### src/rtl/ctrl_pkg.sv
// Shared encodings for the multicycle control unit: FSM states, datapath mux codes,
// ALU operation codes and the ARM condition-code check.
package ctrl_pkg;

    typedef enum logic [3:0] {
        S_FETCH,
        S_DECODE,
        S_MEMADR,
        S_MEMRD,
        S_MEMWB,
        S_MEMWR,
        S_EXECR,
        S_EXECI,
        S_ALUWB,
        S_BRANCH
    } state_t;

    localparam logic [2:0] ALU_ADD = 3'd0;
    localparam logic [2:0] ALU_SUB = 3'd1;
    localparam logic [2:0] ALU_AND = 3'd2;
    localparam logic [2:0] ALU_ORR = 3'd3;
    localparam logic [2:0] ALU_EOR = 3'd4;
    localparam logic [2:0] ALU_MOV = 3'd5;

    localparam logic [1:0] SRCB_REG  = 2'b00;
    localparam logic [1:0] SRCB_IMM  = 2'b01;
    localparam logic [1:0] SRCB_FOUR = 2'b10;

    localparam logic [1:0] RES_ALUOUT = 2'b00;
    localparam logic [1:0] RES_RDATA  = 2'b01;
    localparam logic [1:0] RES_ALU    = 2'b10;

    localparam logic [1:0] OP_DP  = 2'b00;
    localparam logic [1:0] OP_MEM = 2'b01;
    localparam logic [1:0] OP_BR  = 2'b10;
    localparam logic [1:0] OP_ILL = 2'b11;

    localparam logic [3:0] COND_EQ = 4'b0000;
    localparam logic [3:0] COND_NE = 4'b0001;
    localparam logic [3:0] COND_CS = 4'b0010;
    localparam logic [3:0] COND_CC = 4'b0011;
    localparam logic [3:0] COND_MI = 4'b0100;
    localparam logic [3:0] COND_PL = 4'b0101;
    localparam logic [3:0] COND_VS = 4'b0110;
    localparam logic [3:0] COND_VC = 4'b0111;
    localparam logic [3:0] COND_HI = 4'b1000;
    localparam logic [3:0] COND_LS = 4'b1001;
    localparam logic [3:0] COND_GE = 4'b1010;
    localparam logic [3:0] COND_LT = 4'b1011;
    localparam logic [3:0] COND_GT = 4'b1100;
    localparam logic [3:0] COND_LE = 4'b1101;
    localparam logic [3:0] COND_AL = 4'b1110;

    // nzcv = {N, Z, C, V}; the 1111 encoding never executes
    function automatic logic cond_check(input logic [3:0] cond, input logic [3:0] nzcv);
        logic n, z, c, v;
        {n, z, c, v} = nzcv;
        case (cond)
            COND_EQ: cond_check = z;
            COND_NE: cond_check = !z;
            COND_CS: cond_check = c;
            COND_CC: cond_check = !c;
            COND_MI: cond_check = n;
            COND_PL: cond_check = !n;
            COND_VS: cond_check = v;
            COND_VC: cond_check = !v;
            COND_HI: cond_check = c && !z;
            COND_LS: cond_check = !c || z;
            COND_GE: cond_check = (n == v);
            COND_LT: cond_check = (n != v);
            COND_GT: cond_check = !z && (n == v);
            COND_LE: cond_check = z || (n != v);
            COND_AL: cond_check = 1'b1;
            default: cond_check = 1'b0;
        endcase
    endfunction

endpackage

### src/rtl/cond_unit.sv
// NZCV flag register with per-field write gating, plus the condition check and the
// condition-passed bit captured in DECODE for the rest of the instruction.
module cond_unit
    import ctrl_pkg::*;
(
    input  logic       clk,
    input  logic       reset_n,
    input  logic [3:0] cond,
    input  logic [3:0] alu_flags,
    input  logic       cond_latch,
    input  logic       flag_wr_nz,
    input  logic       flag_wr_cv,
    output logic [3:0] flags,
    output logic       cond_pass
);

    logic [3:0] flags_q, flags_d;
    logic       cond_ex_q, cond_ex_d;

    always_comb begin
        cond_pass = cond_check(cond, flags_q);
        cond_ex_d = cond_latch ? cond_pass : cond_ex_q;
        flags_d   = flags_q;
        if (flag_wr_nz && cond_ex_q) flags_d[3:2] = alu_flags[3:2];
        if (flag_wr_cv && cond_ex_q) flags_d[1:0] = alu_flags[1:0];
    end

    always_ff @(posedge clk or negedge reset_n) begin
        if (!reset_n) begin
            flags_q   <= 4'b0000;
            cond_ex_q <= 1'b0;
        end else begin
            flags_q   <= flags_d;
            cond_ex_q <= cond_ex_d;
        end
    end

    assign flags = flags_q;

endmodule

### src/rtl/multicycle_controller.sv
// Multicycle control FSM for the ARM-subset CPU: sequences fetch/decode/execute/memory/
// writeback, drives every datapath strobe and mux select, and stalls on mem_ready.
module multicycle_controller
    import ctrl_pkg::*;
#(
    parameter int ALUCTRL_W     = 3,
    parameter int MEM_HANDSHAKE = 1
) (
    input  logic                 clk,
    input  logic                 reset_n,
    input  logic [3:0]           Cond,
    input  logic [1:0]           Op,
    input  logic [5:0]           Funct,
    input  logic [3:0]           Rd,
    input  logic [3:0]           ALUFlags,
    input  logic                 mem_ready,
    output logic                 PCWrite,
    output logic                 IRWrite,
    output logic                 RegWrite,
    output logic                 MemWrite,
    output logic                 AdrSrc,
    output logic                 ALUSrcA,
    output logic [1:0]           ALUSrcB,
    output logic [1:0]           ResultSrc,
    output logic [1:0]           ImmSrc,
    output logic [1:0]           RegSrc,
    output logic [ALUCTRL_W-1:0] ALUControl,
    output logic [3:0]           Flags,
    output logic                 illegal
);

    state_t     state_q, state_d;
    logic       mem_ok, cond_pass, cond_latch, wr_nz, wr_cv;
    logic       pc_w, ir_w, reg_w, mem_w, ill;
    logic [2:0] alu_sel, dp_alu;
    logic       dp_legal, is_cmp, is_arith;

    assign mem_ok = (MEM_HANDSHAKE != 0) ? mem_ready : 1'b1;

    always_comb begin
        dp_alu   = ALU_ADD;
        dp_legal = 1'b1;
        is_cmp   = 1'b0;
        is_arith = 1'b0;
        case (Funct[4:1])
            4'b0100: begin dp_alu = ALU_ADD; is_arith = 1'b1; end
            4'b0010: begin dp_alu = ALU_SUB; is_arith = 1'b1; end
            4'b0000: dp_alu = ALU_AND;
            4'b1100: dp_alu = ALU_ORR;
            4'b0001: dp_alu = ALU_EOR;
            4'b1101: dp_alu = ALU_MOV;
            4'b1010: begin dp_alu = ALU_SUB; is_arith = 1'b1; is_cmp = 1'b1; end
            default: dp_legal = 1'b0;
        endcase
    end

    always_comb begin
        state_d    = state_q;
        pc_w       = 1'b0;
        ir_w       = 1'b0;
        reg_w      = 1'b0;
        mem_w      = 1'b0;
        ill        = 1'b0;
        AdrSrc     = 1'b0;
        ALUSrcA    = 1'b0;
        ALUSrcB    = SRCB_REG;
        ResultSrc  = RES_ALUOUT;
        alu_sel    = ALU_ADD;
        cond_latch = 1'b0;
        wr_nz      = 1'b0;
        wr_cv      = 1'b0;
        case (state_q)
            S_FETCH: begin
                ALUSrcA   = 1'b1;
                ALUSrcB   = SRCB_FOUR;
                ResultSrc = RES_ALU;
                ir_w      = mem_ok;
                pc_w      = mem_ok;
                if (mem_ok) state_d = S_DECODE;
            end
            S_DECODE: begin
                ALUSrcA    = 1'b1;
                ALUSrcB    = SRCB_FOUR;
                ResultSrc  = RES_ALU;
                cond_latch = 1'b1;
                ill        = (Op == OP_ILL) || ((Op == OP_DP) && !dp_legal);
                if (!cond_pass || ill)   state_d = S_FETCH;
                else if (Op == OP_MEM)   state_d = S_MEMADR;
                else if (Op == OP_DP)    state_d = Funct[5] ? S_EXECI : S_EXECR;
                else                     state_d = S_BRANCH;
            end
            S_MEMADR: begin
                ALUSrcB = SRCB_IMM;
                state_d = Funct[0] ? S_MEMRD : S_MEMWR;
            end
            S_MEMRD: begin
                AdrSrc = 1'b1;
                if (mem_ok) state_d = S_MEMWB;
            end
            S_MEMWR: begin
                AdrSrc = 1'b1;
                mem_w  = 1'b1;
                if (mem_ok) state_d = S_FETCH;
            end
            S_MEMWB: begin
                ResultSrc = RES_RDATA;
                reg_w     = 1'b1;
                pc_w      = (Rd == 4'd15);
                state_d   = S_FETCH;
            end
            S_EXECR, S_EXECI: begin
                ALUSrcB = (state_q == S_EXECI) ? SRCB_IMM : SRCB_REG;
                alu_sel = dp_alu;
                // CMP always sets flags; only arithmetic ops touch C and V
                wr_nz   = Funct[0] || is_cmp;
                wr_cv   = (Funct[0] || is_cmp) && is_arith;
                state_d = is_cmp ? S_FETCH : S_ALUWB;
            end
            S_ALUWB: begin
                reg_w   = 1'b1;
                pc_w    = (Rd == 4'd15);
                state_d = S_FETCH;
            end
            S_BRANCH: begin
                ALUSrcB   = SRCB_IMM;
                ResultSrc = RES_ALU;
                pc_w      = 1'b1;
                state_d   = S_FETCH;
            end
            default: state_d = S_FETCH;
        endcase
    end

    always_ff @(posedge clk or negedge reset_n) begin
        if (!reset_n) state_q <= S_FETCH;
        else          state_q <= state_d;
    end

    cond_unit u_cond (
        .clk        (clk),
        .reset_n    (reset_n),
        .cond       (Cond),
        .alu_flags  (ALUFlags),
        .cond_latch (cond_latch),
        .flag_wr_nz (wr_nz),
        .flag_wr_cv (wr_cv),
        .flags      (Flags),
        .cond_pass  (cond_pass)
    );

    // Strobes are masked by reset_n so no write can land while reset is held
    assign PCWrite    = pc_w  && reset_n;
    assign IRWrite    = ir_w  && reset_n;
    assign RegWrite   = reg_w && reset_n;
    assign MemWrite   = mem_w && reset_n;
    assign illegal    = ill   && reset_n;
    assign ImmSrc     = Op;
    assign RegSrc     = {Op == OP_BR, Op == OP_MEM};
    assign ALUControl = ALUCTRL_W'(alu_sel);

endmodule

### config.mk
export PLATFORM = sky130hd
export DESIGN_NAME = multicycle_controller
export DESIGN_NICKNAME = d
export VERILOG_FILES = /design/src/rtl/ctrl_pkg.sv /design/src/rtl/cond_unit.sv /design/src/rtl/multicycle_controller.sv
export SDC_FILE = /design/constraint.sdc
export NUM_CORES = 1
export LEC_CHECK = 0
export CORE_MARGIN = 2
export CORE_UTILIZATION = 43
export CTS_BUF_LIST = sky130_fd_sc_hd__clkbuf_8
export CTS_CLUSTER_SIZE = 16
export DETAILED_ROUTE_END_ITERATION = 10
export PLACE_DENSITY_LB_ADDON = 0.2
export SYNTH_ARGS = -nofsm -noshare
export SYNTH_HDL_FRONTEND = slang
export SYNTH_SLANG_ARGS = --single-unit
### constraint.sdc
create_clock -name clk -period 1.9 [get_ports clk]
set_clock_uncertainty 0.15 [all_clocks]
set_input_delay 0.285 -clock clk [delete_from_list [all_inputs] [get_ports clk]]
set_output_delay 0.285 -clock clk [all_outputs]
set_load 0.03 [all_outputs]
# After elaboration in Yosys (flattened, before gate mapping)
# Index checks and enable logic that the tools add are counted.
[op_classes] n_eq_ne=38 muxes=29 reduce_logical=36
[op_table] cell="== test 4 bit (second input constant)" n=13
[op_table] cell="== test 4 x 3 -> 1 bit (second input constant)" n=9
[op_table] cell="two-way mux 4 bit" n=7
[op_table] cell="case mux 4 bit (6 select lines)" n=1
[op_table] cell="== test 4 x 2 -> 1 bit (second input constant)" n=5
[op_table] cell="case mux 1 bit (15 select lines)" n=1
[op_table] cell="case mux 3 bit (5 select lines)" n=1
[op_table] cell="two-way mux 1 bit" n=14
[op_table] cell="== test 4 x 1 -> 1 bit (second input constant)" n=3
[op_table] cell="zero test 4 bit" n=3
[op_table] cell="OR reduction 2 bit" n=6
[op_table] cell="logical AND 1 bit" n=11
[op_table] cell="OR reduction 7 bit" n=1
[op_table] cell="zero test 1 bit" n=6
[op_table] cell="two-way mux 3 bit" n=2
[op_table] cell="!= test 2 bit (second input constant)" n=3
[op_table] cell="case mux 2 bit (3 select lines)" n=1
[op_table] cell="OR reduction 3 bit" n=2
[op_table] cell="logical OR 1 bit" n=5
[op_table] cell="== test 2 bit (second input constant)" n=2
[op_table] cell="case mux 2 bit (2 select lines)" n=1
[op_table] cell="case mux 1 bit (3 select lines)" n=1
[op_table] cell="AND reduction 3 bit" n=1
[op_table] cell="== test 2 x 1 -> 1 bit (second input constant)" n=1
[op_table] cell="other kinds (3)" n=3
[word_totals] register_bits=9 input_bits=23 output_inout_bits=22 wordCells=107

# Depth between registers and ports, before layout
# Gate-level depths: netlist (run 1).
[depth] word_depth=9 mapped_depth=6 depth_no_buf=5

# Modules after synthesis
# From an unflattened synthesis (run 1), not the netlist that was laid out.
[hier_totals] hier_cells=127 hier_area_um2=987.2
[by_module_without_submodules] module="multicycle_controller" instances=1 cells_per_inst=84 area_each_um2=573.0 seq_area_each_um2=100.1
[by_module_without_submodules] module="cond_unit" instances=1 cells_per_inst=43 area_each_um2=414.1 seq_area_each_um2=125.1

# Least setup slack after synthesis (run 1)
# OpenSTA, ideal clock, no wires.
[synth_path] path_type="reg2out" start="reg state_q[1]" end="out IRWrite" arrival_time_ns=1.783 required_time_ns=1.465 setup_slack_ns=-0.318 path_stages_with_launch=4 n_path_buf=1 path_cell_list="dfrtp_1 clkbuf_1 nand2b_1 nor4_1"
[synth_via] elab_chain_cells=3
[synth_lines] item="start, declared" line_no="multicycle_controller.sv:32" rtl="state_t state_q, state_d;"
[synth_lines] item="start signal, assigned" line_no="multicycle_controller.sv:136" rtl="else state_q <= state_d;"
[synth_lines] item="zero test 4 bit" line_no="multicycle_controller.sv:72" rtl="case (state_q)"
[synth_lines] item="two-way mux 1 bit" line_no="multicycle_controller.sv:72"
[synth_lines] item="logical AND 1 bit" line_no="multicycle_controller.sv:153" rtl="assign IRWrite = ir_w && reset_n;"
[synth_lines] item="end, declared" line_no="multicycle_controller.sv:18" rtl="output logic IRWrite,"
# No other way between the ends.

# Final worst setup path (run 1)
[layout_path] start="reg state_q[2]" end="out AdrSrc"
[layout_via] elab_chain_cells=3 elab_cells_between_ends=4
[layout_lines] item="== test 4 x 3 -> 1 bit or == test 4 x 2 -> 1 bit (tied branches)" line_no="multicycle_controller.sv:72"
[layout_lines] item="OR reduction 2 bit (no source line) (*)"
[layout_lines] item="two-way mux 1 bit (*)" line_no="multicycle_controller.sv:72"
[layout_lines] item="end, declared" line_no="multicycle_controller.sv:21" rtl="output logic AdrSrc,"
# Every way passes the cells marked *; elsewhere a longest branch is shown, timed or not.

==> results of run 1 <==
## layout make-up
| cell class | instances | area, µm² |
|---|---|---|
| clock buffers | 3 | 41.3 |
| clock inverters | 1 | 5.00 |
| fillers | 147 | 400 |
| inverters | 5 | 18.8 |
| multi-input cells | 106 | 856 |
| flip-flops and latches | 9 | 231 |
| well taps | 28 | 35.0 |
| repair buffers | 77 | 646 |
## worst register-to-register path: cells and delay by family, from the launching register on
family          cells  cell delay (ns)
compound gates      3             0.74
flops               1             0.45
xor+xnor            1             0.18
mux                 1             0.20
## cell usage after synthesis (all sizes together) (2+ instances only)
cell type   n  area (µm²)
a31oi       2        12.5
nand2       6        22.5
xor2        3        26.3
dfrtp       9         225
o31ai       3        27.5
nor4bb      2        20.0
nor3b       2        15.0
inv         5        18.8
nor2b       6        37.5
clkbuf      6        23.8
nor4b       4        41.3
mux2        4        52.6
o21ai       5        25.0
nand2b      4        25.0
nor4        2        12.5
nor3        8        40.0
a21oi      10        50.1
nor2       12        45.0
nand3       2        10.0
or3b        2        17.5
nand3b      3        22.5
buf         6        43.8
a211oi      3        22.5
mux2i       2        20.0
## state kept, by name, summed over array words and instances, names as in the netlist
signal	cells
state_q	4
u_cond.flags	4
u_cond.cond_ex_q	1
## timing repair
| item | in CTS | in global routing |
|---|---|---|
| endpoints found under the setup margin | 16 | 15 |
| resized for setup | 41 | 13 |
| pin swaps | 10 | 5 |
| hold endpoints to repair | 0 | 0 |
| buffers inserted | 2 | 2 |
## power by group through the flow
stage	combinational (mW)	sequential [mW]	clock, mW
final	1.02	0.291	0.223
after detailed placement	0.900	0.275	0
after global placement	0.883	0.274	0
after floorplan	0.531	0.281	0
after global routing	1.09	0.296	0.235
after CTS	0.941	0.281	0.224
## per-layer routing
layer  vias up  global-route usage (%)
li1        637                       -
met3        15                    5.37
met5         -                       0
met1       626                    27.6
met4         0                    14.1
met2        55                    48.8
## cell usage in the layout (no fill, tap or decap), drive strengths merged, types with 4 or more instances in the layout
| master | n |
|---|---|
| buf | 54 |
| nand2 | 6 |
| dfrtp | 9 |
| o21ai | 5 |
| mux2 | 4 |
| a21oi | 10 |
| nor3 | 8 |
| nor2 | 12 |
| nor2b | 6 |
| nor4b | 4 |
| clkdlybuf4s50 | 10 |
| nand2b | 4 |
| dlygate4sd2 | 11 |
| inv | 5 |
## kinds of logic after synthesis
family	after synthesis
multiplexers	6
flip-flops	9
buffers and inverters	17
XOR/XNOR	4
AND/OR/NAND/NOR	61
AO/OA/AOI/OAI	35
## path summary, 6_finish.rpt
kind | start | endpoint | slack, ns | cells past startpoint
min in group clk | u_cond.cond_ex_q | u_cond.cond_ex_q | 0.41 | 1
min reg2reg | u_cond.cond_ex_q | u_cond.cond_ex_q | 0.41 | 1
max reg2reg | u_cond.flags[0] | state_q[0] | 0.05 | 5
max in group asynchronous | reset_n | state_q[1] | 1.18 | 2
max | state_q[2] | AdrSrc | -0.06 | 5
min | reset_n | state_q[3] | 0.26 | 2
==> impl_results.md, run 1 <==
- Status: finished with violations
- Violated checks: setup timing
- DRC viols: 0
- Fin util: 82.1%
- CTS sink count: 9
- Met2 WL: 1.82 mm
- CP dominant cell by count: buf_4
- Setup WS post-layout: -0.0585 ns
- First DRT Iteration DRCs: 24
- Max-cap viol count: 0
- Crit-path cells: buf_4, buf_4, xnor2_1, nor3_1, buf_4
- Internal Power: 855 µW
- CTS tree: done
- Class of the worst hold path: primary input to async pin
- Met1 wire length: 1.37 mm
- Mapped Area: 0.00103 mm²
- Final Instance Area: 0.00183 mm²
- GR Util All Layers: 26.4%
- Final Hold Fails: 0
- WL met3: 192 µm
- Worst EP arrival: 1.52 ns
- Mapped Nets: 155
- Initial Util: 46.3%
- P per Cell Area: 837 mW/mm²
- Overall routed net length: 3.50 mm
- Setup TNS: -0.173 ns
- Startpoint types: register
- Static power due to leakage: 0.840 nW
- Comb power frac: 66.5%
- Area Overhead vs Synth: 77.4%
- Die area: 0.00281 mm²
- Vias: 1333
- Ant. Diodes: 0
- Post-Layout Cell Count: 229
- Number of flops mapped to enable cells by yosys: 0
- Psw: 679 µW
- Adder-Cell Fraction of Synth Area: 0%
- Worst path required time: 1.46 ns
- Crit path kind: register to primary output
- FF+latch count, synth: 9
- Max stage delay on crit path: 0.48 ns
- Row Count: 17
- Mean post-synth cell area: 7.83 µm²
- Maximum root-to-sink buffer count: 2
- Largest net degree at the start of global routing: 13
- Clock root buffer: clkbuf_8
- Critical path buffers and inverters: 3
- Clock-pin slew on the worst setup and hold paths: 0.05 ns
- Pre-antenna DRT Iters: 5
- Antenna violations before repair: 0
- Post-DP HPWL: 2.44 mm
- First-pass GRT wire length: 5.44 mm
- Critical Path Fanout Max: 6
- RSZ-0062 raised after global routing: true
- PortBufs: 44
- Ys async rst share: 100%
- Post-Synth XOR/XNOR Area: 3.39%
- Core ar.: 0.00223 mm²
- Post-Place Cells: 221
- Crit. End Element: primary output
- DP Worst Slack: -0.454 ns
- Synth Area in Compound Gates: 23.4%
- I/O Pins: 45
- Combinational family with the most area after synthesis: simple AND/OR/NAND/NOR gates
- Min Hold Slack: 0.263 ns
- Total grt overflow: 0
- Tot Pwr: 1.53 mW
- Switch share: 44.3%
- YS warnings: 0
- Clock Power Share: 14.6%
- Die H: 53.0 µm
- Routed Antenna Nets: 0
- Post-CTS Hold Buffers: 0
- Distinct cells, synth: 51
- Placed Area: 0.00165 mm²
- Tcrit/Tclk final: 103%
- CTS H-tree depth: 1
- GPL Wtd Cong: 0.916
- Slew @ Worst Pin: 0.542 ns
- Fmax: 511 MHz
- Simple-Gate Fraction of Synth Area: 36.1%
- Die W: 53.0 µm
- Reg power frac: 19.0%
- Final setup vio count: 4
- Num CTS Buffers: 3
- Worst vdd ir: 0.000944 V
- Vias in the first global route: 1294
- Crit path max-delay cell type: dfrtp_2
- Share of cells above drive strength 1: 44.8%
- Clock Latency Late Sink: 0.24 ns
- Top routing layer in use: met4
- Ys flop type: dfrtp_1
- Tmin final: 1.96 ns
- NumNets Final: 225
- Cells after Synth: 132
- Sequential share of the synthesized area: 21.8%
- Slew headroom: 62.9%
- Pins Over Slew Limit: 0
- Average wire per standard cell: 15.3 µm
- Post-synthesis mux area share: 7.02%
- CP delay by family, top: buffers and inverters
- Avg Vias per Cell: 5.82
(Power assumes the default switching activity.)
==> inputs of run 2 (changes only) <==
Settings changed: SETUP_SLACK_MARGIN from default to 0.02.
==> run 2 against run 1 <==
The flow still finishes with violations (setup timing). Routed wire length increased by 8.7%. Count of clock-buffer cells in the layout unchanged. Die area unchanged. Clock power decreased by 5%. Hold slack improved by 0.081 ns. Sequential power decreased by 3%. Register-to-register slack got worse by 0.11 ns. Via count increased by 1.7%. Cell area increased by 3.1%. Setup slack got worse by 0.0085 ns. Critical path type unchanged.
==> impl_results.md, run 2 (same netlist as run 1, synthesis figures left out) <==
- Slew headroom: 69.8%
- Maximum root-to-sink buffer count: 2
- Total grt overflow: 0
- Most common cell after layout, fill and taps aside: buf_4
- Average wire per standard cell: 16.3 µm
- Status: finished with violations
- Filler instances: 132
- Largest net degree at the start of global routing: 13
- Post-CTS Hold Buffers: 0
- Antenna violations before repair: 0
- Worst r2r src: u_cond.flags[0]
- Post-DP HPWL: 2.44 mm
- Worst vdd ir: 0.000809 V
- Multi-input gate area: 881 µm²
- Crit. End Element: primary output
- Critical Path Fanout Max: 6
- Vias in the first global route: 1194
- Worst EP arrival: 1.53 ns
- Setup TNS: -0.139 ns
- Final Instance Area: 0.00189 mm²
- Violated checks: setup timing
- Startpoint types: register
- Core ar.: 0.00223 mm²
- Routed Antenna Nets: 0
- GR Util All Layers: 27.0%
- Vias: 1356
- DP Worst Slack: -0.398 ns
- Static power due to leakage: 0.864 nW
- Final setup vio count: 4
- Ant. Diodes: 0
- Area Overhead vs Synth: 82.9%
- Setup WS post-layout: -0.0670 ns
- Die H: 53.0 µm
- Slew @ Worst Pin: 0.442 ns
- DRC viols: 0
- Fin util: 84.6%
- CTS tree: done
- Overall routed net length: 3.80 mm
- Worst path required time: 1.46 ns
- Final Hold Fails: 0
- Clock-pin slew on the worst setup and hold paths: 0.04 ns
- Fmax: 508 MHz
- RSZ-0062 raised after global routing: true
- Die W: 53.0 µm
- Clock Latency Late Sink: 0.23 ns
- Die area: 0.00281 mm²
- First DRT Iteration DRCs: 41
- Worst setup path startpoint: state_q[2]
- Register Area: 231 µm²
- Pins Over Slew Limit: 0
- I/O Pins: 45
- GPL Wtd Cong: 0.886
- CTS H-tree depth: 1
- Tot Pwr: 1.52 mW
- Avg Vias per Cell: 5.82
- NumNets Final: 229
- Max-cap viol count: 0
- First-pass GRT wire length: 5.57 mm
- P per Cell Area: 806 mW/mm²
- Share of cells above drive strength 1: 48.3%
- Clock root buffer: clkbuf_8
- CTS sink count: 9
- Placed Area: 0.00166 mm²
- Commonest non-fill, non-tap cells in the layout: buf_4 (48), dlygate4sd2_1 (11), nor2_1 (10), clkdlybuf4s50_1 (10), a21oi_1 (9)
- Initial Util: 46.3%
- Tcrit/Tclk final: 104%
- Row Count: 17
- Num CTS Buffers: 3
- Tmin final: 1.97 ns
- Class of the worst hold path: primary input to async pin
- PortBufs: 44
- Pre-antenna DRT Iters: 5
- Crit path kind: register to primary output
[run 2: cell count changes in the layout (fill, tap and decap cells not counted), moves of 2 or more]
cell and change:
clkdlybuf4s15_1 +2, clkbuf_2 +2, nor4b_4 -2, o21ai_1 -2, buf_4 +4, buf_2 -3
nor4b_2 +3
[run 2: critical path, cell delays in order, from the launching register on]
cell and delay, ns:
dfrtp_2 0.47, nor4b_2 0.33, buf_4 0.18, nand2_1 0.08, nor2_2 0.11, buf_6 0.14
[run 2: layout make-up]
type | count | share of cell area [%]
multi-input cells | 106 | 46.6
repair buffers | 81 | 35.9
flip-flops and latches | 9 | 12.2
clock buffers | 3 | 2.18
well taps | 28 | 1.85
inverters | 5 | 0.993
clock inverters | 1 | 0.199
[run 2: routing by layer]
layer	vias to the layer above	part of all wire, %	GRT usage, %
met2	71	52	51.2
met3	9	7.0	1.98
met4	0	2.3	5.98
met5	-	0	0
li1	641	-	-
met1	635	39	32.6
[run 2: path summary, 6_finish.rpt]
| kind | cells after the start | slack, ns | endpoint |
|---|---|---|---|
| setup / recovery | 5 | -0.07 | illegal |
| hold / removal | 2 | 0.34 | u_cond.flags[1] |
| setup reg to reg | 6 | -0.06 | state_q[0] |
| hold reg to reg | 1 | 0.38 | u_cond.cond_ex_q |
| max in group asynchronous | 2 | 1.10 | u_cond.flags[3] |
| min in group clk | 1 | 0.38 | u_cond.cond_ex_q |
[run 2: through the flow]
step           cells  hold slack (ns)
2_1_floorplan    132           -0.161
3_3_place_gp     220            0.368
3_5_place_dp     220            0.365
4_1_cts          232            0.343
5_1_grt          233            0.360
6_report         233            0.344
[run 2: report_power, final]
| part | switching [mW] | total [mW] | internal (mW) |
|---|---|---|---|
| registers | 0.0475 | 0.282 | 0.234 |
| logic | 0.556 | 1.03 | 0.473 |
| clock network | 0.0716 | 0.212 | 0.140 |
[run 2: repair_timing]
item	in CTS	in global routing
pin swaps	13	10
setup buffers	8	1
setup endpoints to repair	16	16
gates resized for setup	31	25
